`config.mk`:
```
export PLATFORM = sky130hd
export DESIGN_NAME = alu_seq_unit
export DESIGN_NICKNAME = d
export VERILOG_FILES = /design/src/rtl/alu_pkg.sv /design/src/rtl/alu_seq_mul.sv /design/src/rtl/alu_seq_unit.sv
export SDC_FILE = /design/constraint.sdc
export NUM_CORES = 1
export LEC_CHECK = 0
export CORE_UTILIZATION = 31
export DETAILED_ROUTE_END_ITERATION = 6
export DONT_BUFFER_PORTS = 1
export PLACE_DENSITY_LB_ADDON = 0.3
export SLEW_MARGIN = 20
export SYNTH_ARGS = -nofsm -noshare
export SYNTH_HDL_FRONTEND = slang
export SYNTH_HIERARCHICAL = 1
export SYNTH_SLANG_ARGS = --single-unit
```
`constraint.sdc`:
```
create_clock -name clk -period 4.48 [get_ports clk]
set_input_delay 0.448 -clock clk [delete_from_list [all_inputs] [get_ports clk]]
set_output_delay 0.448 -clock clk [all_outputs]
set_load 0.03 [all_outputs]
```
`src/rtl/alu_pkg.sv`:
```
// rtl/alu_pkg.sv - opcode, FSM state and flag-index definitions shared by alu_seq_unit
package alu_pkg;

  localparam logic [3:0] OP_ADD   = 4'd0;
  localparam logic [3:0] OP_SUB   = 4'd1;
  localparam logic [3:0] OP_AND   = 4'd2;
  localparam logic [3:0] OP_OR    = 4'd3;
  localparam logic [3:0] OP_XOR   = 4'd4;
  localparam logic [3:0] OP_NOT   = 4'd5;
  localparam logic [3:0] OP_SHL   = 4'd6;
  localparam logic [3:0] OP_SHR   = 4'd7;
  localparam logic [3:0] OP_ROL   = 4'd8;
  localparam logic [3:0] OP_ROR   = 4'd9;
  localparam logic [3:0] OP_INC   = 4'd10;
  localparam logic [3:0] OP_DEC   = 4'd11;
  localparam logic [3:0] OP_MUL   = 4'd12;
  localparam logic [3:0] OP_CMP   = 4'd13;
  localparam logic [3:0] OP_PASSA = 4'd14;
  localparam logic [3:0] OP_PASSB = 4'd15;

  typedef enum logic [1:0] {
    ST_IDLE = 2'd0,
    ST_MUL  = 2'd1,
    ST_DONE = 2'd2
  } state_t;

  localparam int FLG_Z = 0;
  localparam int FLG_C = 1;
  localparam int FLG_V = 2;
  localparam int FLG_N = 3;

endpackage

```
`src/rtl/alu_seq_mul.sv`:
```
// rtl/alu_seq_mul.sv - N-step shift-add unsigned multiplier, one partial product per cycle
module alu_seq_mul #(
  parameter int N = 8
) (
  input  logic           clk,
  input  logic           rst,
  input  logic           start,
  input  logic [N-1:0]   a,
  input  logic [N-1:0]   b,
  output logic           busy,
  output logic           done,
  output logic [2*N-1:0] prod
);

  localparam int CW = $clog2(N) + 1;
  localparam logic [CW-1:0] LAST = CW'(N);

  logic [2*N-1:0] mcand_q, mcand_d;
  logic [2*N-1:0] acc_q, acc_d;
  logic [N-1:0]   mplier_q, mplier_d;
  logic [CW-1:0]  cnt_q, cnt_d;
  logic           busy_q, busy_d;

  // done is held for the one cycle after the last step so the caller can take prod
  assign done = busy_q && (cnt_q == LAST);
  assign busy = busy_q;
  assign prod = acc_q;

  always_comb begin
    mcand_d  = mcand_q;
    acc_d    = acc_q;
    mplier_d = mplier_q;
    cnt_d    = cnt_q;
    busy_d   = busy_q;
    if (start) begin
      mcand_d  = {{N{1'b0}}, a};
      mplier_d = b;
      acc_d    = '0;
      cnt_d    = '0;
      busy_d   = 1'b1;
    end else if (busy_q) begin
      if (cnt_q == LAST) begin
        busy_d = 1'b0;
      end else begin
        if (mplier_q[0]) acc_d = acc_q + mcand_q;
        mcand_d  = mcand_q << 1;
        mplier_d = mplier_q >> 1;
        cnt_d    = cnt_q + CW'(1);
      end
    end
  end

  always_ff @(posedge clk) begin
    if (rst) begin
      mcand_q  <= '0;
      acc_q    <= '0;
      mplier_q <= '0;
      cnt_q    <= '0;
      busy_q   <= 1'b0;
    end else begin
      mcand_q  <= mcand_d;
      acc_q    <= acc_d;
      mplier_q <= mplier_d;
      cnt_q    <= cnt_d;
      busy_q   <= busy_d;
    end
  end

endmodule

```
`src/rtl/alu_seq_unit.sv`:
```
// rtl/alu_seq_unit.sv - registered 16-op ALU with valid/ready on both sides and one result buffer
module alu_seq_unit #(
  parameter int N = 8
) (
  input  logic         clk,
  input  logic         rst,
  input  logic [N-1:0] A,
  input  logic [N-1:0] B,
  input  logic [3:0]   sel,
  input  logic         in_valid,
  output logic         in_ready,
  output logic [N-1:0] out,
  output logic [3:0]   flags,
  output logic         out_valid,
  input  logic         out_ready
);

  import alu_pkg::*;

  localparam int SHW = $clog2(N);
  localparam logic [SHW:0] NW = (SHW+1)'(N);

  state_t         state_q, state_d;
  logic [N-1:0]   out_q, out_d;
  logic [3:0]     flags_q, flags_d;

  logic           accept, mul_start, mul_busy, mul_done;
  logic [2*N-1:0] mul_prod;
  logic [SHW-1:0] sh;
  logic [SHW:0]   inv;
  logic [N-1:0]   rhs, res;
  logic [N:0]     sum, diff, shl_w, shr_w;
  logic           c, v;
  logic [3:0]     flg;

  assign in_ready  = (state_q == ST_IDLE) || ((state_q == ST_DONE) && out_ready);
  assign accept    = in_valid && in_ready;
  assign mul_start = accept && (sel == OP_MUL);
  assign out       = out_q;
  assign flags     = flags_q;
  assign out_valid = (state_q == ST_DONE);

  alu_seq_mul #(.N(N)) u_mul (
    .clk   (clk),
    .rst   (rst),
    .start (mul_start),
    .a     (A),
    .b     (B),
    .busy  (mul_busy),
    .done  (mul_done),
    .prod  (mul_prod)
  );

  // INC/DEC reuse the ADD/SUB adders with a constant 1 operand
  always_comb begin
    sh    = B[SHW-1:0];
    inv   = NW - {1'b0, sh};
    rhs   = ((sel == OP_INC) || (sel == OP_DEC)) ? N'(1) : B;
    sum   = {1'b0, A} + {1'b0, rhs};
    diff  = {1'b0, A} - {1'b0, rhs};
    shl_w = {1'b0, A} << sh;
    shr_w = {A, 1'b0} >> sh;
    res   = '0;
    c     = 1'b0;
    v     = 1'b0;
    case (sel)
      OP_ADD, OP_INC: begin
        res = sum[N-1:0];
        c   = sum[N];
        v   = (A[N-1] == rhs[N-1]) && (sum[N-1] != A[N-1]);
      end
      OP_SUB, OP_DEC, OP_CMP: begin
        res = diff[N-1:0];
        c   = diff[N];
        v   = (A[N-1] != rhs[N-1]) && (diff[N-1] != A[N-1]);
      end
      OP_AND:   res = A & B;
      OP_OR:    res = A | B;
      OP_XOR:   res = A ^ B;
      OP_NOT:   res = ~A;
      OP_SHL: begin
        res = shl_w[N-1:0];
        c   = shl_w[N];
      end
      OP_SHR: begin
        res = shr_w[N:1];
        c   = shr_w[0];
      end
      OP_ROL:   res = (A << sh) | (A >> inv);
      OP_ROR:   res = (A >> sh) | (A << inv);
      OP_PASSA: res = A;
      OP_PASSB: res = B;
      default:  res = '0;
    endcase
    flg[FLG_Z] = (res == '0);
    flg[FLG_N] = res[N-1];
    flg[FLG_C] = c;
    flg[FLG_V] = v;
    // CMP flags come from the difference; only the visible result is zeroed
    if (sel == OP_CMP) res = '0;
  end

  always_comb begin
    state_d = state_q;
    out_d   = out_q;
    flags_d = flags_q;
    case (state_q)
      ST_IDLE, ST_DONE: begin
        if (accept) begin
          if (sel == OP_MUL) begin
            state_d = ST_MUL;
          end else begin
            state_d = ST_DONE;
            out_d   = res;
            flags_d = flg;
          end
        end else if ((state_q == ST_DONE) && out_ready) begin
          state_d = ST_IDLE;
        end
      end
      ST_MUL: begin
        if (mul_busy && mul_done) begin
          state_d        = ST_DONE;
          out_d          = mul_prod[N-1:0];
          flags_d        = '0;
          flags_d[FLG_Z] = (mul_prod[N-1:0] == '0);
          flags_d[FLG_N] = mul_prod[N-1];
          flags_d[FLG_C] = |mul_prod[2*N-1:N];
        end
      end
      default: state_d = ST_IDLE;
    endcase
  end

  always_ff @(posedge clk) begin
    if (rst) begin
      state_q <= ST_IDLE;
      out_q   <= '0;
      flags_q <= '0;
    end else begin
      state_q <= state_d;
      out_q   <= out_d;
      flags_q <= flags_d;
    end
  end

endmodule

```
==> results.md, run 1 <==
* List of cells traversed by the critical path: nor2b_1 > nand2_1 > nand2_1 > ha_1 > nand2b_1 > a2111o_1 > and3_1 > o21a_1 > or4_1 > nor4_1 > a41o_1
* Num Clock Sinks at 59
* Max-capacitance violation count at 0
* Setup repair after global routing missed its margin: no
* LEAKAGE at 2.66 nW
* Congestion Overflow GR at 0
* Vias/cell at between 5 and 6
* Largest net degree at the start of global routing at 45
* Post-Syn Nets at 950
* Multi-input gate area at 4770 um^2
* Mean Syn Cell Area at 7.32 um^2
* Total inserted antenna cells at 0
* Worst setup SP type: input port
* # rows at 52
* GRT Total Usage at 0.197
* Post-route cell area at 6750 um^2
* CP Capture Point: flags[0]
* Clock H-tree levels at 3
* Post-detailed-route count of antenna-violating nets at 0
* Total number of cells along the worst setup path at 11
* Startpoint of the worst setup timing path: sel[1]
* Number of slew-limit violations in the final report at 0
* Yosys warning total at 6
* Final period utilization at 0.700
* Worst reg2reg startpoint: state_q[1]
* Area used by sequential logic in the layout at ~1200 um^2
* Run status: finished clean
* Mapped Area at 6370 um^2
* Power density over the cells at 243 nW/um^2
* Fmax at 319 MHz
* Number of nets in the final layout at roughly 900
* Worst-Margin Slew at between 1 and 1.5 ns
* Bufs and invs on worst path at 0
* Fill count at 2,178
* Overall routed net length at about 21 mm
* Post-cts resize count at 0
* Growth of design area from synthesis to finish at 6.01%
* Buffers from clock root to sink, at most at 2
* Arrival time at the worst endpoint at between 3 and 4 ns
* Setup crit end kind: flip-flop
* Maximum fanout count along the critical path at 26
* Fraction of layout instances using a drive strength above 1 at 0.0763
* Worst ir drop on vdd at 0.131 mV
* Die ar. at roughly 21,000 um^2
* Core ar. at around 20,000 um^2
* Delay of the slowest critical-path stage at slightly below 0.5 ns
* Normalized max-slew margin at 0.308
* Category of the most critical setup path: in -> reg
* Min setup slack post-route at 1.34 ns
* CTS root buf: sky130_fd_sc_hd__clkbuf_16
* Vertical die dimension at ~150 um
* Total of flip-flops plus latches after synthesis at a little under 60
* Last weighted congestion value of the routability-driven placer at roughly 0.95
* Post-synth EDFFs at 0
* Wire length of the first global-routing pass at 33.1 mm
* Most area-consuming cells after synthesis: sky130_fd_sc_hd__dfxtp_1, sky130_fd_sc_hd__ha_1, sky130_fd_sc_hd__a21oi_1, sky130_fd_sc_hd__nand2_1, sky130_fd_sc_hd__mux2i_1
* Placed cell area at around 6400 um^2
* Initial DRC count at about 640
* Prevailing post-synth register cell: sky130_fd_sc_hd__dfxtp_1
* Worst hold margin at between 0.15 and 0.2 ns
* CP required at between 4 and 5 ns
* Count of buffers added by post-CTS timing repair for setup at 0
* Reg2Reg Capture Point: u_mul/prod[12]
* Slowest stage cell, crit path: sky130_fd_sc_hd__or4_1
* Clock period minus final worst setup slack at between 3 and 4 ns
* Count of TritonRoute iterations in the first routing pass at 6
* Post-route DRC at 0
* Commonest cells after routing, fill and taps aside: sky130_fd_sc_hd__nand2_1, sky130_fd_sc_hd__a21oi_1, sky130_fd_sc_hd__nor2_1, sky130_fd_sc_hd__dfxtp_1, sky130_fd_sc_hd__ha_1
* Slack of the worst reg-to-reg path at 1.55 ns
* Proportion of netlist area held by the largest area contributor at 0.185
* Gate family responsible for the most delay along the worst path: simple AND/OR/NAND/NOR gates
* Cts bufs inserted at 9
* Number of cells produced by synthesis at a little under 900
* CTS tree: yes
* Final worst clock skew at between 0.007 and 0.008 ns
* Insertion delay to the later sink of the worst-skew pair at ~0.33 ns
* Async S/R FF share, synth at 0
* Antenna violations before repair at 0
* Unique masters post-synth at 84
* Routed WL per cell at between 15 and 20 um
* R2R depth at 6
* Sum of net half-perimeters after detailed placement at around 15 mm
* Worst hold-check path type: in -> reg
* Sequential-to-total area share from yosys stat at 0.185
* Post-CTS Hold Fix Bufs at 0
* Share of the core filled with cells in the final layout at 0.335
* Accumulated negative setup slack at 0 ns
* Number of primary I/O pins at 38
* Width of the die at 145 um
* Count of buffers from port buffering at 0
* Clock transition time at the flip-flop clock pins of the worst setup and hold paths at approximately 0.060 ns
* Via count at ~6,500
* Vias in the first global route at between 5,000 and 6,000
* Cell type contributing the most total cell area after synthesis: sky130_fd_sc_hd__dfxtp_1
* Commonest non-fill, non-tap cell in the layout: sky130_fd_sc_hd__nand2_1
* Worst setup slack after placement at between 1 and 1.5 ns
* Cell occurring most often along the worst timing path: sky130_fd_sc_hd__nand2_1
* Hold Fails Final Rpt at 0
* Final count of negative-setup-slack endpoints at 0
* Initial cell density of the core at 0.316
[cell type report]
type / count / area share
clock inverter: 7 / 0.0113
timing repair buffer: 3 / 0.00333
inverter: 38 / 0.0211
multi-input combinational: 710 / 0.706
sequential: 59 / 0.175
clock buffer: 9 / 0.0333
tap: 270 / 0.0500
[stage by stage]
step / power (W) / std cells
after detailed placement: 0.000947 / 1080
after global routing: 0.00172 / 1096
after floorplan: 0.000900 / 870
after CTS: 0.00165 / 1096
after global placement: 0.000949 / 1080
final: 0.00164 / 1096
[logic make-up after synthesis]
| kind of cell | after synthesis | share of synthesized area |
|---|---|---|
| buffers and inverters | 101 | 0.0668 |
| and+or+nand+nor | 340 | 0.259 |
| adders and majority gates | 56 | 0.114 |
| DFF | 59 | 0.185 |
| muxes | 46 | 0.0917 |
| AOI/OAI and AO/OA | 249 | 0.254 |
| xor gates and xnor gates | 19 | 0.0291 |
[how the worst min path moves through the flow]
stage,start,endpoint,cells after the start
2_1_floorplan,u_mul/prod[15],u_mul/prod[15],2
3_3_place_gp,u_mul/mcand_q[15],u_mul/mcand_q[15],2
3_5_place_dp,u_mul/mcand_q[15],u_mul/mcand_q[15],2
4_1_cts,rst,flags[2],1
5_1_grt,rst,state_q[1],1
6_report,rst,state_q[0],1
[Yosys cell counts (all sizes together) (6+ instances only)]
cell type	n
nand2	121
a21oi	104
nor2	72
dfxtp	59
ha	53
clkbuf	39
inv	37
o21ai	33
mux2i	28
buf	24
nor3	24
nand3	23
nor2b	17
and3	14
nor4	12
xnor2	10
a221oi	9
mux2	9
mux4	9
nand2b	9
xor2	9
a211oi	8
a22oi	7
a31oi	7
o211ai	7
a21o	6
and2	6
nand3b	6
or4	6
[layer usage]
metal / share of wire / global-route usage / up-vias
li1: - / - / 3075
met1: 0.46 / 0.276 / 3079
met2: 0.43 / 0.292 / 284
met3: 0.092 / 0.0549 / 39
met4: 0.023 / 0.0600 / 0
met5: 0 / 0 / -
[where the power goes]
| group | leakage, nW | internal (W) | total (W) | switching, W |
|---|---|---|---|---|
| Clock | 0.142 | 0.000433 | 0.000697 | 0.000264 |
| Combinational | 2.04 | 0.000156 | 0.000376 | 0.000220 |
| Sequential | 0.478 | 0.000538 | 0.000569 | 0.0000308 |
[sequential cells by signal, indices dropped and copies added (netlist names)]
signal and count:
flags 4, out 8, state_q 2, u_mul/busy 1, u_mul/cnt_q 4, u_mul/mcand_q 16
u_mul/mplier_q 8, u_mul/prod 16
[worst reg2reg max path, cell delays in order (launching register included)]
cell                      delay, ns
sky130_fd_sc_hd__dfxtp_1       0.34
sky130_fd_sc_hd__nor2b_1       0.16
sky130_fd_sc_hd__nor2_1        0.51
sky130_fd_sc_hd__and3_1        0.80
sky130_fd_sc_hd__nor2_1        0.44
sky130_fd_sc_hd__and3_1        0.30
sky130_fd_sc_hd__a211o_1       0.27
(Power assumes the default switching activity.)
==> inputs of run 2 (changes only) <==
==> constraint.sdc (replaced) <==
create_clock -name clk -period 2.6 [get_ports clk]
set_input_delay 0.26 -clock clk [delete_from_list [all_inputs] [get_ports clk]]
set_output_delay 0.26 -clock clk [all_outputs]
set_load 0.03 [all_outputs]
==> run 2 against run 1 <==
Net effect:
- register-to-register slack got worse by 1.4 ns
- cell count grew 4.8%
- die area unchanged
- largest power group unchanged
==> results.md, run 2 (synthesis gave the netlist of run 1 again) <==
* Setup repair after global routing missed its margin: no
* Last weighted congestion value of the routability-driven placer at between 0.9 and 1
* Number of placed instances, taps included at around 1,100
* Cts bufs inserted at 9
* Maximum fanout count along the critical path at 26
* Final period utilization at 0.938
* Worst ir drop on vdd at around 0.24 mV
* Overall routed net length at 21.4 mm
* Clock transition time at the flip-flop clock pins of the worst setup and hold paths at around 0.060 ns
* Count of buffers from port buffering at 0
* Final worst clock skew at a little under 0.007 ns
* Post-detailed-route count of antenna-violating nets at 0
* Num Clock Sinks at 59
* Setup crit end kind: flip-flop
* LEAKAGE at between 2 and 3 nW
* Die ar. at around 21,000 um^2
* Share of total power in combinational logic at 0.262
* Category of the most critical setup path: in -> reg
* Power density over the cells at 405 nW/um^2
* Initial cell density of the core at 0.316
* Normalized max-slew margin at 0.429
* Worst hold-check path type: in -> reg
* Commonest non-fill, non-tap cell in the layout: sky130_fd_sc_hd__nand2_1
* Switching share of total power at 0.312
* Min setup slack post-route at between 0.15 and 0.2 ns
* Run status: finished clean
* Number of slew-limit violations in the final report at 0
* Final standard cell count with taps included and fillers excluded at between 1,000 and 1,500
* Congestion Overflow GR at 0
* Commonest cells after routing, fill and taps aside: sky130_fd_sc_hd__nand2_1, sky130_fd_sc_hd__a21oi_1, sky130_fd_sc_hd__nor2_1, sky130_fd_sc_hd__dfxtp_1, sky130_fd_sc_hd__buf_4
* Net switching power at roughly 0.0009 W
* Fill count at around 2,200
* CTS tree: yes
* Via count at ~6,600
* Growth of design area from synthesis to finish at 14.7%
* Clock period minus final worst setup slack at roughly 2.4 ns
* Antenna violations before repair at 0
* Buffers from clock root to sink, at most at 2
* Count of TritonRoute iterations in the first routing pass at 6
* Delay of the slowest critical-path stage at ~0.55 ns
* Max-capacitance violation count at 0
* Sum of net half-perimeters after detailed placement at approximately 16 mm
* Post-route DRC at 0
* Vias/cell at between 5 and 6
* Arrival time at the worst endpoint at approximately 2.7 ns
* Power share of the clock group at 0.407
* Fraction of layout instances using a drive strength above 1 at 0.148
* CP required at about 2.9 ns
* Fmax at about 410 MHz
* Number of primary I/O pins at 38
* List of cells traversed by the critical path: nor2b_4 > nand2_8 > buf_12 > buf_4 > nand2_1 > inv_1 > ha_1 > nor3_1 > and3_4 > buf_4 > nor3_1 > or4_1 > nor4_1 > a41o_1
* Slowest stage cell, crit path: sky130_fd_sc_hd__or4_1
* Worst-Margin Slew at roughly 0.85 ns
* Number of nets in the final layout at 954
* # rows at 52
* Reg power frac at 0.331
* Vias in the first global route at approximately 6,100
* CTS root buf: sky130_fd_sc_hd__clkbuf_16
* Initial DRC count at ~630
* Core ar. at a little over 20,000 um^2
* Wire length of the first global-routing pass at between 30 and 40 mm
* Worst setup SP type: input port
* Final count of negative-setup-slack endpoints at 0
* Clock H-tree levels at 3
* Total inserted antenna cells at 0
* Routed WL per cell at approximately 19 um
* Internal power at between 0.002 and 0.0025 W
* Share of the core filled with cells in the final layout at 0.362
* Largest net degree at the start of global routing at between 40 and 50
* Vertical die dimension at around 150 um
* Width of the die at approximately 150 um
* Hold Fails Final Rpt at 0
* GRT Total Usage at 0.203
* Worst setup slack after placement at -0.188 ns
* Insertion delay to the later sink of the worst-skew pair at between 0.3 and 0.4 ns
==> run 2: changes by cell type in the layout (fill, tap and decap cells not counted), sizes merged <==
| cell | before | now |
|---|---|---|
| buf | 3 | 52 |
| dlygate4sd3 | 0 | 4 |
==> run 2: cell type report <==
cell class	count	area (um^2)	area share
Tap cell	270	338	0.0462
Clock inverter	7	76.3	0.0104
Timing Repair Buffer	56	443	0.0606
Sequential cell	59	1180	0.162
Inverter	38	148	0.0202
Multi-Input combinational cell	710	4900	0.670
Clock buffer	9	225	0.0308
==> run 2: worst max-delay path, delay by kind of cell <==
family / cells / cell delay, ns
simple gates: 8 / 1.65
buf+inv: 4 / 0.40
compound gates: 1 / 0.19
fa+ha+maj: 1 / 0.18
==> run 2: power by group through the flow <==
stage / Clock [W] / Sequential, W / Combinational (W)
after CTS: 0.00123 / 0.000979 / 0.000761
after floorplan: 0 / 0.000991 / 0.000603
after detailed placement: 0 / 0.000999 / 0.000744
final: 0.00120 / 0.000979 / 0.000776
after global routing: 0.00127 / 0.000981 / 0.000848
after global placement: 0 / 0.000998 / 0.000746
==> run 2: what timing repair did <==
action	CTS	global route
endpoints found under the hold margin	13	0
resized for setup	0	2
endpoints found under the setup margin	0	2
buffers inserted	0	0
hold buffers	4	0
==> run 2: layer usage <==
| layer | track usage | vias to the layer above | wire, um |
|---|---|---|---|
| met5 | 0 | - | 0 |
| met4 | 0.0611 | 0 | 520 |
| met3 | 0.0571 | 37 | 2130 |
| met2 | 0.306 | 282 | 9180 |
| met1 | 0.280 | 3106 | 9580 |
| li1 | - | 3178 | - |
==> run 2: final timing paths <==
kind / start / endpoint / slack [ns] / cells after the start
setup / recovery: sel[1] / flags[0] / 0.16 / 14
hold / removal: rst / out[7] / 0.04 / 1
setup reg to reg: u_mul/cnt_q[0] / flags[0] / 0.20 / 11
hold reg to reg: u_mul/mcand_q[13] / u_mul/mcand_q[14] / 0.47 / 2
==> run 2: through the flow <==
stage               hold WS (ns)  total power, W  instance area (um^2)  setup TNS [ns]
finish                    0.0424         0.00296                  7310               0
CTS                       0.0301         0.00297                  7300               0
global route              0.0264         0.00310                  7310               0
floorplan                  0.332         0.00159                  6570           -1.16
detailed placement         0.335         0.00174                  6960          -0.753
global placement           0.332         0.00174                  6960          -0.608
